## config.mk

```make
export PLATFORM = sky130hd
export DESIGN_NAME = pwm_capture
export DESIGN_NICKNAME = d
export VERILOG_FILES = /design/src/rtl/pwm_capture_pkg.sv /design/src/rtl/pwm_capture_div.sv /design/src/rtl/pwm_capture.sv
export SDC_FILE = /design/constraint.sdc
export NUM_CORES = 1
export LEC_CHECK = 0
export BUFFER_PORTS_ARGS = -buffer_cell sky130_fd_sc_hd__buf_2
export CAP_MARGIN = 20
export CORE_MARGIN = 5
export CORE_UTILIZATION = 45
export DETAILED_ROUTE_END_ITERATION = 8
export GPL_ROUTABILITY_DRIVEN = 0
export GPL_TIMING_DRIVEN = 0
export HOLD_SLACK_MARGIN = 0.12
export SYNTH_ARGS = -nofsm -noshare
export SYNTH_HDL_FRONTEND = slang
export SYNTH_HIERARCHICAL = 1
export SYNTH_SLANG_ARGS = --single-unit
```

## constraint.sdc

```tcl
create_clock -name clk -period 3.4 [get_ports clk]
set_input_delay 0.68 -clock clk [delete_from_list [all_inputs] [get_ports clk]]
set_output_delay 0.68 -clock clk [all_outputs]
set_load 0.02 [all_outputs]
```

## src/rtl/pwm_capture_pkg.sv

```systemverilog
// pwm_capture_pkg: shared types and constants for the PWM capture block.
// FSM state enum, duty code width, divider iteration count, timeout helper.
package pwm_capture_pkg;

    typedef enum logic [1:0] {
        WAIT_RISE,
        HIGH,
        LOW
    } state_e;

    localparam int DUTY_W    = 8;
    localparam int DIV_ITERS = DUTY_W;

    // Largest count a cnt_w-bit counter may hold before a timeout result.
    function automatic longint unsigned timeout_cnt(input int unsigned cnt_w);
        return (64'd1 << cnt_w) - 64'd1;
    endfunction

endpackage

```

## src/rtl/pwm_capture_div.sv

```systemverilog
// pwm_capture_div: restoring divider, quotient = floor(num*2^DUTY_W/den).
// Ports: clk, rst, start, num, den -> busy, done (1-cycle), quotient.
module pwm_capture_div
    import pwm_capture_pkg::*;
#(
    parameter int CNT_W = 16
) (
    input  logic              clk,
    input  logic              rst,
    input  logic              start,
    input  logic [CNT_W-1:0]  num,
    input  logic [CNT_W-1:0]  den,
    output logic              busy,
    output logic              done,
    output logic [DUTY_W-1:0] quotient
);

    localparam int IW = $clog2(DIV_ITERS);

    logic [CNT_W-1:0]  r_q;
    logic [CNT_W-1:0]  den_q;
    logic [DUTY_W-1:0] q_q;
    logic [IW-1:0]     it_q;
    logic              busy_q;
    logic              done_q;

    logic [CNT_W-1:0]  r_src;
    logic [CNT_W-1:0]  d_src;
    logic [CNT_W:0]    t;
    logic [CNT_W:0]    diff;
    logic              ge;
    logic [CNT_W-1:0]  r_nxt;

    // The load cycle already performs the first iteration, so the
    // quotient is complete after DIV_ITERS clock edges.
    always_comb begin
        r_src = busy_q ? r_q : num;
        d_src = busy_q ? den_q : den;
        t     = {r_src, 1'b0};
        diff  = t - {1'b0, d_src};
        ge    = (t >= {1'b0, d_src});
        // r < den always holds, so the new remainder fits CNT_W bits.
        r_nxt = ge ? diff[CNT_W-1:0] : t[CNT_W-1:0];
    end

    always_ff @(posedge clk) begin
        if (rst) begin
            r_q    <= '0;
            den_q  <= '0;
            q_q    <= '0;
            it_q   <= '0;
            busy_q <= 1'b0;
            done_q <= 1'b0;
        end else begin
            done_q <= 1'b0;
            if (busy_q) begin
                r_q  <= r_nxt;
                q_q  <= {q_q[DUTY_W-2:0], ge};
                it_q <= it_q + IW'(1);
                if (it_q == IW'(DIV_ITERS - 1)) begin
                    busy_q <= 1'b0;
                    done_q <= 1'b1;
                end
            end else if (start) begin
                r_q    <= r_nxt;
                den_q  <= den;
                q_q    <= {{(DUTY_W-1){1'b0}}, ge};
                it_q   <= IW'(1);
                busy_q <= 1'b1;
            end
        end
    end

    assign busy     = busy_q;
    assign done     = done_q;
    assign quotient = q_q;

endmodule

```

## src/rtl/pwm_capture.sv

```systemverilog
// pwm_capture: measures high time and period of an async PWM input.
// Ports: clk, rst, en, pwm_in -> high_cnt, period_cnt, duty, valid, stuck, overrun.
module pwm_capture
    import pwm_capture_pkg::*;
#(
    parameter int CNT_W       = 16,
    parameter int SYNC_STAGES = 2
) (
    input  logic              clk,
    input  logic              rst,
    input  logic              en,
    input  logic              pwm_in,
    output logic [CNT_W-1:0]  high_cnt,
    output logic [CNT_W-1:0]  period_cnt,
    output logic [DUTY_W-1:0] duty,
    output logic              valid,
    output logic              stuck,
    output logic              overrun
);

    localparam logic [CNT_W-1:0] TMAX = CNT_W'(timeout_cnt(CNT_W));
    localparam logic [CNT_W-1:0] ONE  = CNT_W'(1);

    logic [SYNC_STAGES-1:0] sync_q;
    logic                   s_d;
    logic                   s;
    logic                   rise;
    logic                   fall;

    state_e           state;
    logic [CNT_W-1:0] hcnt_q;
    logic [CNT_W-1:0] pcnt_q;
    logic [CNT_W-1:0] idle_q;
    logic [CNT_W-1:0] cap_h;
    logic [CNT_W-1:0] cap_p;
    logic             to_pend;
    logic             to_hi;

    logic              tmo;
    logic              cap;
    logic              div_start;
    logic              div_busy;
    logic              div_done;
    logic [DUTY_W-1:0] div_q;

    always_ff @(posedge clk) begin
        if (rst) begin
            sync_q <= '0;
            s_d    <= 1'b0;
        end else begin
            sync_q <= {sync_q[SYNC_STAGES-2:0], pwm_in};
            s_d    <= s;
        end
    end

    assign s    = sync_q[SYNC_STAGES-1];
    assign rise = s & ~s_d;
    assign fall = ~s & s_d;

    // WAIT_RISE has no period in progress, so it times out on idle_q.
    always_comb begin
        tmo = 1'b0;
        if (en) begin
            tmo = (state == WAIT_RISE) ? (idle_q == TMAX)
                                       : (pcnt_q == TMAX);
        end
    end

    assign cap       = en && (state == LOW) && rise && !tmo;
    assign div_start = cap && !div_busy;

    pwm_capture_div #(
        .CNT_W(CNT_W)
    ) u_div (
        .clk      (clk),
        .rst      (rst),
        .start    (div_start),
        .num      (hcnt_q),
        .den      (pcnt_q),
        .busy     (div_busy),
        .done     (div_done),
        .quotient (div_q)
    );

    always_ff @(posedge clk) begin
        if (rst) begin
            state      <= WAIT_RISE;
            hcnt_q     <= '0;
            pcnt_q     <= '0;
            idle_q     <= '0;
            cap_h      <= '0;
            cap_p      <= '0;
            to_pend    <= 1'b0;
            to_hi      <= 1'b0;
            high_cnt   <= '0;
            period_cnt <= '0;
            duty       <= '0;
            valid      <= 1'b0;
            stuck      <= 1'b0;
            overrun    <= 1'b0;
        end else begin
            valid <= 1'b0;
            // A divider result wins; a pending timeout waits one cycle.
            if (div_done) begin
                high_cnt   <= cap_h;
                period_cnt <= cap_p;
                duty       <= div_q;
                stuck      <= 1'b0;
                valid      <= 1'b1;
            end else if (to_pend) begin
                to_pend    <= 1'b0;
                high_cnt   <= to_hi ? TMAX : '0;
                period_cnt <= TMAX;
                duty       <= to_hi ? '1 : '0;
                stuck      <= 1'b1;
                valid      <= 1'b1;
            end

            if (div_start) begin
                cap_h <= hcnt_q;
                cap_p <= pcnt_q;
            end
            if (cap && div_busy) begin
                overrun <= 1'b1;
            end

            if (!en) begin
                state  <= WAIT_RISE;
                hcnt_q <= '0;
                pcnt_q <= '0;
                idle_q <= '0;
            end else if (tmo) begin
                to_pend <= 1'b1;
                to_hi   <= s;
                state   <= WAIT_RISE;
                hcnt_q  <= '0;
                pcnt_q  <= '0;
                idle_q  <= '0;
            end else begin
                unique case (state)
                    WAIT_RISE: begin
                        if (rise) begin
                            hcnt_q <= ONE;
                            pcnt_q <= ONE;
                            idle_q <= '0;
                            state  <= HIGH;
                        end else begin
                            idle_q <= idle_q + ONE;
                        end
                    end
                    HIGH: begin
                        pcnt_q <= pcnt_q + ONE;
                        if (fall) begin
                            state <= LOW;
                        end else begin
                            hcnt_q <= hcnt_q + ONE;
                        end
                    end
                    LOW: begin
                        // The rise cycle belongs to the next period.
                        if (rise) begin
                            hcnt_q <= ONE;
                            pcnt_q <= ONE;
                            state  <= HIGH;
                        end else begin
                            pcnt_q <= pcnt_q + ONE;
                        end
                    end
                    default: state <= WAIT_RISE;
                endcase
            end
        end
    end

endmodule

```

## Word level (Yosys, flattened, before mapping)

Index checks and enable logic that the tools add are counted.

| operators by class | value |
|---|---|
| add/sub/neg operators | 5 |
| magnitude comparators | 1 |
| equality and inequality tests | 9 |
| muxes and demuxes | 37 |
| bitwise operators | 6 |
| reductions and logical operators | 21 |

Operators with widths:

| cell | number |
|---|---|
| $mux W16 | 14 |
| $add A16 B1 Y16 const B | 3 |
| $pmux W16 S3 | 1 |
| $mux W8 | 5 |
| $eq A16 B16 Y1 const B | 2 |
| $pmux W16 S2 | 1 |
| $ge A17 B16 Y1 | 1 |
| $sub A16 B16 Y16 | 1 |
| $mux W1 | 11 |
| $reduce_and A2 Y1 | 4 |
| $mux W3 | 2 |
| $ne A2 B2 Y1 const B | 3 |
| $reduce_bool A2 Y1 | 3 |
| $reduce_or A2 Y1 | 3 |
| $logic_and A1 B1 Y1 | 5 |
| $mux W2 | 2 |
| $not A1 Y1 | 4 |
| $pmux W2 S2 | 1 |
| $add A3 B1 Y3 const B | 1 |
| $eq A3 B3 Y1 const B | 1 |
| $reduce_and A3 Y1 | 1 |
| $reduce_bool A3 Y1 | 1 |
| $reduce_or A3 Y1 | 1 |
| $and A1 B1 Y1 | 2 |
| 5 further kinds | 6 |

| storage, ports and cells | value |
|---|---|
| flip-flop bits (word level) | 175 |
| input port bits | 4 |
| output and inout port bits | 43 |
| word-level logic and storage cells | 101 |

## Longest topological paths before layout

Gate-level depths: netlist of the first run.

| depth | value |
|---|---|
| depth in word-level cells | 8 |
| mapped depth | 16 |
| depth with buffers taken out | 12 |

## Hierarchy

Netlist of the first run, hierarchy kept.

By module, submodules not included:

| module | times used | cells each | area an instance (µm²) | seq. area each (µm²) |
|---|---|---|---|---|
| pwm_capture | 1 | 688 | 5804.3 | 2602.5 |
| pwm_capture_div | 1 | 374 | 3099.2 | 900.9 |

## Worst setup path after synthesis of the first run

OpenSTA, ideal clock, no wires.

| path | value |
|---|---|
| path kind | register to register |
| from | register u_div.busy_q (netlist: u_div/busy) |
| to | register u_div.r_q[1] |
| setup time | 0.122 ns |
| data arrival time | 3.259 ns |
| setup slack | 0.019 ns |
| cell stages (with the launch flop) | 12 |
| path buffers | 3 |
| period minus slack after synthesis | 3.381 ns |
| path through | dfxtp_1 buf_2 buf_1 clkbuf_1 mux2i_1 ha_1 and4_1 a32o_2 o211ai_4 a21oi_2 o2111a_1 a311o_1 |

| between the ends | value |
|---|---|
| word-level cells in the longest chain between the ends | 5 |

RTL lines:

| what | RTL line | source |
|---|---|---|
| start, declared | pwm_capture_div.sv:24 | `logic busy_q;` |
| start signal, assigned | pwm_capture_div.sv:52 | `busy_q <= 1'b0;` |
| start signal, assigned | pwm_capture_div.sv:61 | `busy_q <= 1'b0;` |
| start signal, assigned | pwm_capture_div.sv:69 | `busy_q <= 1'b1;` |
| $mux W16 (on tied branches) | pwm_capture_div.sv:37, pwm_capture_div.sv:38 |  |
| $sub A16 B16 Y16 / $ge A17 B16 Y1 (equally long branches) | pwm_capture_div.sv:40, pwm_capture_div.sv:41 |  |
| $mux W16 | pwm_capture_div.sv:43 | `r_nxt = ge ? diff[CNT_W-1:0] : t[CNT_W-1:0];` |
| $mux W16 | pwm_capture_div.sv:64 | `end else if (start) begin` |
| $mux W16 | pwm_capture_div.sv:56 | `if (busy_q) begin` |
| end signal, assigned | pwm_capture_div.sv:57 | `r_q <= r_nxt;` |
| end signal, assigned | pwm_capture_div.sv:65 | `r_q <= r_nxt;` |
| end, declared | pwm_capture_div.sv:20 | `logic [CNT_W-1:0] r_q;` |

Parallel ways exist; a longest one is shown, timed or not. The select of a mux whose other input is x is not followed.
A chain may end at the register's enable or synchronous reset.

## Worst setup path in the final report of the first run

Ends and elaborated chain as after synthesis.

==> impl_metrics.tcl, run 1 <==
set metrics [dict create \
    antenna_cells 0 \
    synth_cell_type_count 73 \
    path_delay_family "compound AO/OA/AOI/OAI gates" \
    slowest_delay_ns 0.40 \
    fp.dieH_um 151 \
    core_area_um2 19500 \
    crit_slowest_cell "dfxtp_4" \
    tightest_slew_ns 0.983 \
    worstPathMaxFanout 10 \
    routed_via_density 5.35 \
    clk_latency_ns 0.44 \
    r2r_start "u_div/busy$_SDFF_PP0_" \
    drive_above_1_share_pct 13.2 \
    die_w_um 151 \
    grt_overflow 0 \
    final_common_cell "dfxtp_1" \
    combinationalPowerShare_pct 3.1 \
    crit_start "u_div/busy$_SDFF_PP0_" \
    synth_edf_count 0 \
    dr_wl_met3_um 1050 \
    crit_buf_inv 3 \
    rsz0062_at_grt "no" \
    row_count 51 \
    clock-root-buffer "clkbuf_16" \
    yosysSeqAreaShare_pct 39.3 \
    async_flop_share_pct 0 \
    grt_usage_pct 20.3 \
    cts.reportedPaths.clkPinSlew_ns 0.07 \
    syn_area_per_cell_um2 8.38 \
    worstHoldStart "pwm_in" \
    post-route-min-period_ns 3.26 \
    wl_met2_um 9820 \
    relSlewSlack_pct 34.1 \
    drcViolationCount 0 \
    hold_viol 0 \
    setup_viol 0 \
    via_count 7520 \
    sw_frac_of_total_pct 22.7 \
    cts_buffers 17 \
    grt_first_pass_wirelength_um 36600 \
    layout_common_cells "dfxtp_1, nor2_1, a21oi_1" \
    drt-initial-drc-count 475 \
    p_leak_nw 3.99 \
    initial_core_util_pct 45.7 \
    totalWireLength_um 22800 \
    io_buffers 46 \
    synthesis.nets 1093 \
    p_seq_share_pct 49.4 \
    pwr-share-clk_pct 47.4 \
    yosys_warnings 6 \
    status "completed" \
    htreeDepth 4 \
    power_mw 4.16 \
    met1_length_um 11500 \
    cts_tree "yes" \
    cp.required_ns 3.71 \
    synthesis.area_um2 8900 \
    ant_nets 0 \
    worst_setup_path_end_kind "flip-flop" \
    crit_arrival_ns 3.57 \
    netlist_instances 1062 \
    max_cap_violations 0 \
    cts_hold_buf 0 \
    wl_per_cell_um 16.2 \
    ios 47 \
    cpMostUsedCell "buf_4" \
    dr.max_layer_used "met4" \
    area_delta_synth_final_pct 14.6 \
    clk_path_buf_depth 2 \
    antenna_found_initial 0 \
    path_cells "buf_4 > buf_4 > buf_6 > mux2i_1 > ha_2 > a21o_1 > or3_4 > o211ai_4 > a21oi_4 > o2111a_1 > a311o_1" \
    tns_ns 0 \
    grt_pass1_vias 6903 \
    dpl.cell_count 1373 \
    power.internal_mw 3.22 \
    instances_no_fill 1405 \
    num-nets-final 1158 \
    drv_slew 0 \
    finalCritPeriodShare_pct 96.0 \
    critPathLaunchType "flip-flop" \
    firstDrtPassIters 8 \
    p_per_area_nw_per_um2 408 \
    cts_sinks 175 \
    skew_ns 0.0281 \
    grt_max_degree 17 \
    switching_power_mw 0.944 \
    crit_type "flip-flop to flip-flop" \
    dp_hpwl_um 16700 \
    synth-seq-cells 175 \
    die-area_um2 22700 \
    max_clock_freq_ghz 0.306 \
    worst_hold_path_type "input pin to flip-flop" \
    vdd_ir_drop_max_mv 0.362 \
    ys.flop_type "dfxtp_1" \
]
[area by class of cell]
type | count | area, µm²
well taps | 265 | 332
clock buffers | 19 | 443
flip-flops and latches | 175 | 3510
clock inverters | 13 | 154
inverters | 10 | 37.5
repair buffers | 48 | 245
multi-input cells | 808 | 5140
plain buffers | 67 | 342
fillers | 1887 | 9260
[cells by family after synthesis]
group / after synthesis / synth area share (%)
and+or+nand+nor: 457 / 25.5
AOI/OAI and AO/OA: 211 / 15.2
muxes: 65 / 7.56
xor gates and xnor gates: 48 / 4.72
adders and majority gates: 27 / 3.88
buffers and inverters: 79 / 3.84
DFF: 175 / 39.3
[flip-flops by register name (all words and copies together) (netlist names), 3 cells and up]
signal,cells
cap_h,16
cap_p,16
hcnt_q,16
high_cnt,16
idle_q,16
pcnt_q,16
period_cnt,16
u_div/den_q,16
u_div/r_q,16
duty,8
u_div/quotient,8
u_div/it_q,3
[path summary, 6_finish.rpt]
| path | to | slack, ns | depth (start not counted) |
|---|---|---|---|
| worst min-delay path | sync_q[0]$_SDFF_PP0_ | 0.46 | 2 |
| worst max register to register | u_div/r_q[1]$_SDFFE_PP0P_ | 0.14 | 11 |
| worst max-delay path | u_div/r_q[1]$_SDFFE_PP0P_ | 0.14 | 11 |
| worst min register to register | u_div/den_q[5]$_SDFFE_PP0P_ | 0.46 | 2 |
[cells in the mapped netlist (3+ instances only)]
| master | instances | area share [%] |
|---|---|---|
| nor2_1 | 162 | 6.8 |
| nand3_1 | 36 | 2.0 |
| and2_1 | 9 | 0.63 |
| xor2_1 | 33 | 3.2 |
| mux2i_1 | 49 | 5.5 |
| clkbuf_1 | 42 | 1.8 |
| buf_4 | 4 | 0.34 |
| nand4_1 | 25 | 1.8 |
| nand2b_1 | 94 | 6.6 |
| o31ai_1 | 6 | 0.51 |
| ha_1 | 26 | 3.7 |
| nor2b_1 | 9 | 0.63 |
| and3_1 | 13 | 0.91 |
| buf_2 | 17 | 0.96 |
| a21oi_1 | 112 | 6.3 |
| nor3b_1 | 11 | 0.93 |
| mux2_2 | 15 | 1.9 |
| and4_1 | 3 | 0.30 |
| nor3_1 | 7 | 0.39 |
| o21a_1 | 4 | 0.34 |
| dfxtp_1 | 175 | 39 |
| inv_1 | 10 | 0.42 |
| nand2_1 | 71 | 3.0 |
| a41oi_1 | 5 | 0.49 |
| a211oi_1 | 11 | 0.93 |
| o211ai_1 | 3 | 0.25 |
| nand4b_1 | 3 | 0.30 |
| buf_1 | 4 | 0.17 |
| o21ai_0 | 20 | 1.1 |
| xnor2_1 | 15 | 1.5 |
| o22ai_1 | 3 | 0.21 |
| a311oi_1 | 6 | 0.59 |
| a21o_1 | 10 | 0.84 |
[layer usage]
layer | vias up | GRT usage [%]
met1 | 3495 | 29.1
li1 | 3831 | -
met4 | 0 | 6.12
met2 | 171 | 31.2
met5 | - | 0
met3 | 23 | 3.49
[metrics by stage]
step	hold slack, ns	setup slack (ns)	utilization [%]	area (µm²)
floorplan	0.414	0.0187	-	8900
global placement	0.441	-0.971	48.6	9470
detailed placement	0.448	-0.980	48.6	9470
CTS	0.452	0.0311	52.1	10100
global route	0.455	0.00190	52.4	10200
finish	0.458	0.136	52.4	10200
[power groups by stage]
stage	Clock [mW]	Sequential [mW]	Combinational, mW
2_1_floorplan	0	2.10	0.0918
3_3_place_gp	0	2.10	0.128
3_5_place_dp	0	2.10	0.128
4_1_cts	2.01	2.06	0.129
5_1_grt	2.10	2.06	0.143
6_report	1.97	2.06	0.131
[timing repair]
action                                  CTS  global route
endpoints found under the setup margin   29            18
buffers inserted                          2             0
pin swaps                                 2             1
resized for setup                        22            17
No activity file was read; power rests on OpenSTA's default activity.
==> inputs of run 2 (changes only) <==
--- a/config.mk
+++ b/config.mk
@@ -7,12 +7,13 @@
 export LEC_CHECK = 0
 export BUFFER_PORTS_ARGS = -buffer_cell sky130_fd_sc_hd__buf_2
 export CAP_MARGIN = 20
-export CORE_MARGIN = 5
+export CORE_MARGIN = 2
 export CORE_UTILIZATION = 45
 export DETAILED_ROUTE_END_ITERATION = 8
 export GPL_ROUTABILITY_DRIVEN = 0
 export GPL_TIMING_DRIVEN = 0
 export HOLD_SLACK_MARGIN = 0.12
+export MAX_ROUTING_LAYER = met4
 export SYNTH_ARGS = -nofsm -noshare
 export SYNTH_HDL_FRONTEND = slang
 export SYNTH_HIERARCHICAL = 1
==> constraint.sdc (replaced) <==
create_clock -name clk -period 3.4 [get_ports clk]
set_input_delay 0.68 -clock clk [delete_from_list [all_inputs] [get_ports clk]]
set_output_delay 0.68 -clock clk [all_outputs]
set_load 0.1 [all_outputs]
==> run 2 against run 1 <==
First-iteration DRC count down 4.8%. Combinational power is essentially flat. Critical path depth rose by 2. Power increased by 0.96%. Final cell count about the same. Register-to-register slack barely moved. Highest routed layer unchanged. Sequential share of layout area shrank 0.055 points. Critical path type unchanged. Fmax is essentially flat. Wire length shrank 0.79%. Final area rose by 0.20%.
==> impl_metrics.tcl, run 2 (synthesis results as in run 1) <==
set metrics [dict create \
    num-nets-final 1159 \
    crit_arrival_ns 3.54 \
    vdd_ir_drop_max_mv 0.348 \
    cts_sinks 175 \
    p_per_area_nw_per_um2 411 \
    fillerInstances 1864 \
    cp.required_ns 3.68 \
    rsz0062_at_grt "no" \
    critPathLaunchType "flip-flop" \
    grt_first_pass_wirelength_um 36600 \
    clock-root-buffer "clkbuf_16" \
    via_count 7587 \
    antenna_cells 0 \
    sw_frac_of_total_pct 23.2 \
    setup_viol 0 \
    power.internal_mw 3.23 \
    crit_type "flip-flop to flip-flop" \
    post-route-min-period_ns 3.26 \
    regArea_um2 3510 \
    cts.reportedPaths.clkPinSlew_ns 0.07 \
    core_area_um2 19500 \
    tightest_slew_ns 0.954 \
    clk_latency_ns 0.43 \
    multi_input_area_um2 5120 \
    htreeDepth 4 \
    setup_slack_ns 0.139 \
    grt_max_degree 18 \
    die-area_um2 20900 \
    reg2reg_depth 13 \
    worstHoldPathCells 2 \
    wl_per_cell_um 16.1 \
    grt_usage_pct 23.1 \
    layout_common_cells "dfxtp_1, nor2_1, a21oi_1" \
    row_count 51 \
    ios 47 \
    clk_path_buf_depth 2 \
    cts_buffers 17 \
    worst_hold_path_type "flip-flop to flip-flop" \
    area_delta_synth_final_pct 14.8 \
    combinationalPowerShare_pct 3.1 \
    utilization_pct 52.5 \
    worstPathMaxFanout 10 \
    status "completed" \
    totalWireLength_um 22600 \
    p_seq_share_pct 49.0 \
    ant_nets 0 \
    initial_core_util_pct 45.7 \
    drive_above_1_share_pct 13.4 \
    skew_ns 0.0154 \
    finalCritPeriodShare_pct 95.9 \
    drt-initial-drc-count 452 \
    max_cap_violations 0 \
    relSlewSlack_pct 36.0 \
    die_w_um 145 \
    power_mw 4.20 \
    dpl.cell_count 1373 \
    antenna_found_initial 0 \
    p_leak_nw 3.99 \
    grt_pass1_vias 6936 \
    worst_setup_path_end_kind "flip-flop" \
    firstDrtPassIters 5 \
    switching_power_mw 0.973 \
    instances_no_fill 1406 \
    hold_viol 0 \
    final_common_cell "dfxtp_1" \
    fp.dieH_um 145 \
    grt_overflow 0 \
    routed_via_density 5.40 \
    dp_hpwl_um 16600 \
    max_clock_freq_ghz 0.307 \
    drcViolationCount 0 \
    cts_tree "yes" \
    pre_cts_ws_ns -1.02 \
    pwr-share-clk_pct 47.9 \
    io_buffers 46 \
    drv_slew 0 \
]
==> run 2: power by group through the flow <==
| stage | sequential (mW) | combinational (mW) | clock [mW] |
|---|---|---|---|
| after floorplan | 2.10 | 0.0918 | 0 |
| after global placement | 2.10 | 0.128 | 0 |
| after detailed placement | 2.10 | 0.127 | 0 |
| after CTS | 2.06 | 0.128 | 2.05 |
| after global routing | 2.06 | 0.142 | 2.14 |
| final | 2.06 | 0.130 | 2.01 |
==> run 2: timing repair <==
item                       in CTS  in global routing
buffers inserted                2                  1
pin swaps                       2                  1
resized for setup              25                 17
hold buffers                    0                  0
setup endpoints to repair      29                 23
==> run 2: layout make-up <==
type	count	area share [%]
multi-input combinational	808	50.1
sequential	175	34.3
clock buffer	18	4.30
buffer	67	3.49
tap	265	3.24
timing repair buffer	49	2.47
clock inverter	14	1.69
inverter	10	0.367
==> run 2: worst paths after layout <==
check | startpoint | end | slack (ns)
setup / recovery | u_div/busy$_SDFF_PP0_ | u_div/r_q[7]$_SDFFE_PP0P_ | 0.14
hold / removal | u_div/den_q[8]$_SDFFE_PP0P_ | u_div/den_q[8]$_SDFFE_PP0P_ | 0.46
setup reg to reg | u_div/busy$_SDFF_PP0_ | u_div/r_q[7]$_SDFFE_PP0P_ | 0.14
hold reg to reg | u_div/den_q[8]$_SDFFE_PP0P_ | u_div/den_q[8]$_SDFFE_PP0P_ | 0.46
==> run 2: worst max-delay path, stage by stage, from the launching register on <==
cell and delay (ns):
dfxtp_4 0.40, buf_4 0.19, buf_6 0.17, mux2_2 0.39, ha_1 0.29, clkbuf_4 0.19, nand4_1 0.15, nor4_2 0.32
o21ai_0 0.15, and2_1 0.16, clkbuf_2 0.16, clkbuf_4 0.22, a41oi_1 0.22, o32ai_1 0.11
==> run 2: through the flow <==
stage                     hold slack [ns]  cell area, µm²  TNS, ns
after floorplan                     0.414            8900        0
after detailed placement            0.450            9470   -18.86
after CTS                           0.450           10200        0
final                               0.457           10200        0
after global placement              0.441            9470   -18.95
after global routing                0.457           10200        0
==> run 2: layer usage <==
layer	part of all wire (%)	vias to the layer above	routed length, µm	global-route usage [%]
met2	43	186	9790	33.9
met3	5.1	33	1150	3.62
met5	0	-	0	-
met4	1.9	0	421	7.66
li1	-	3838	-	-
met1	50	3530	11200	32.4
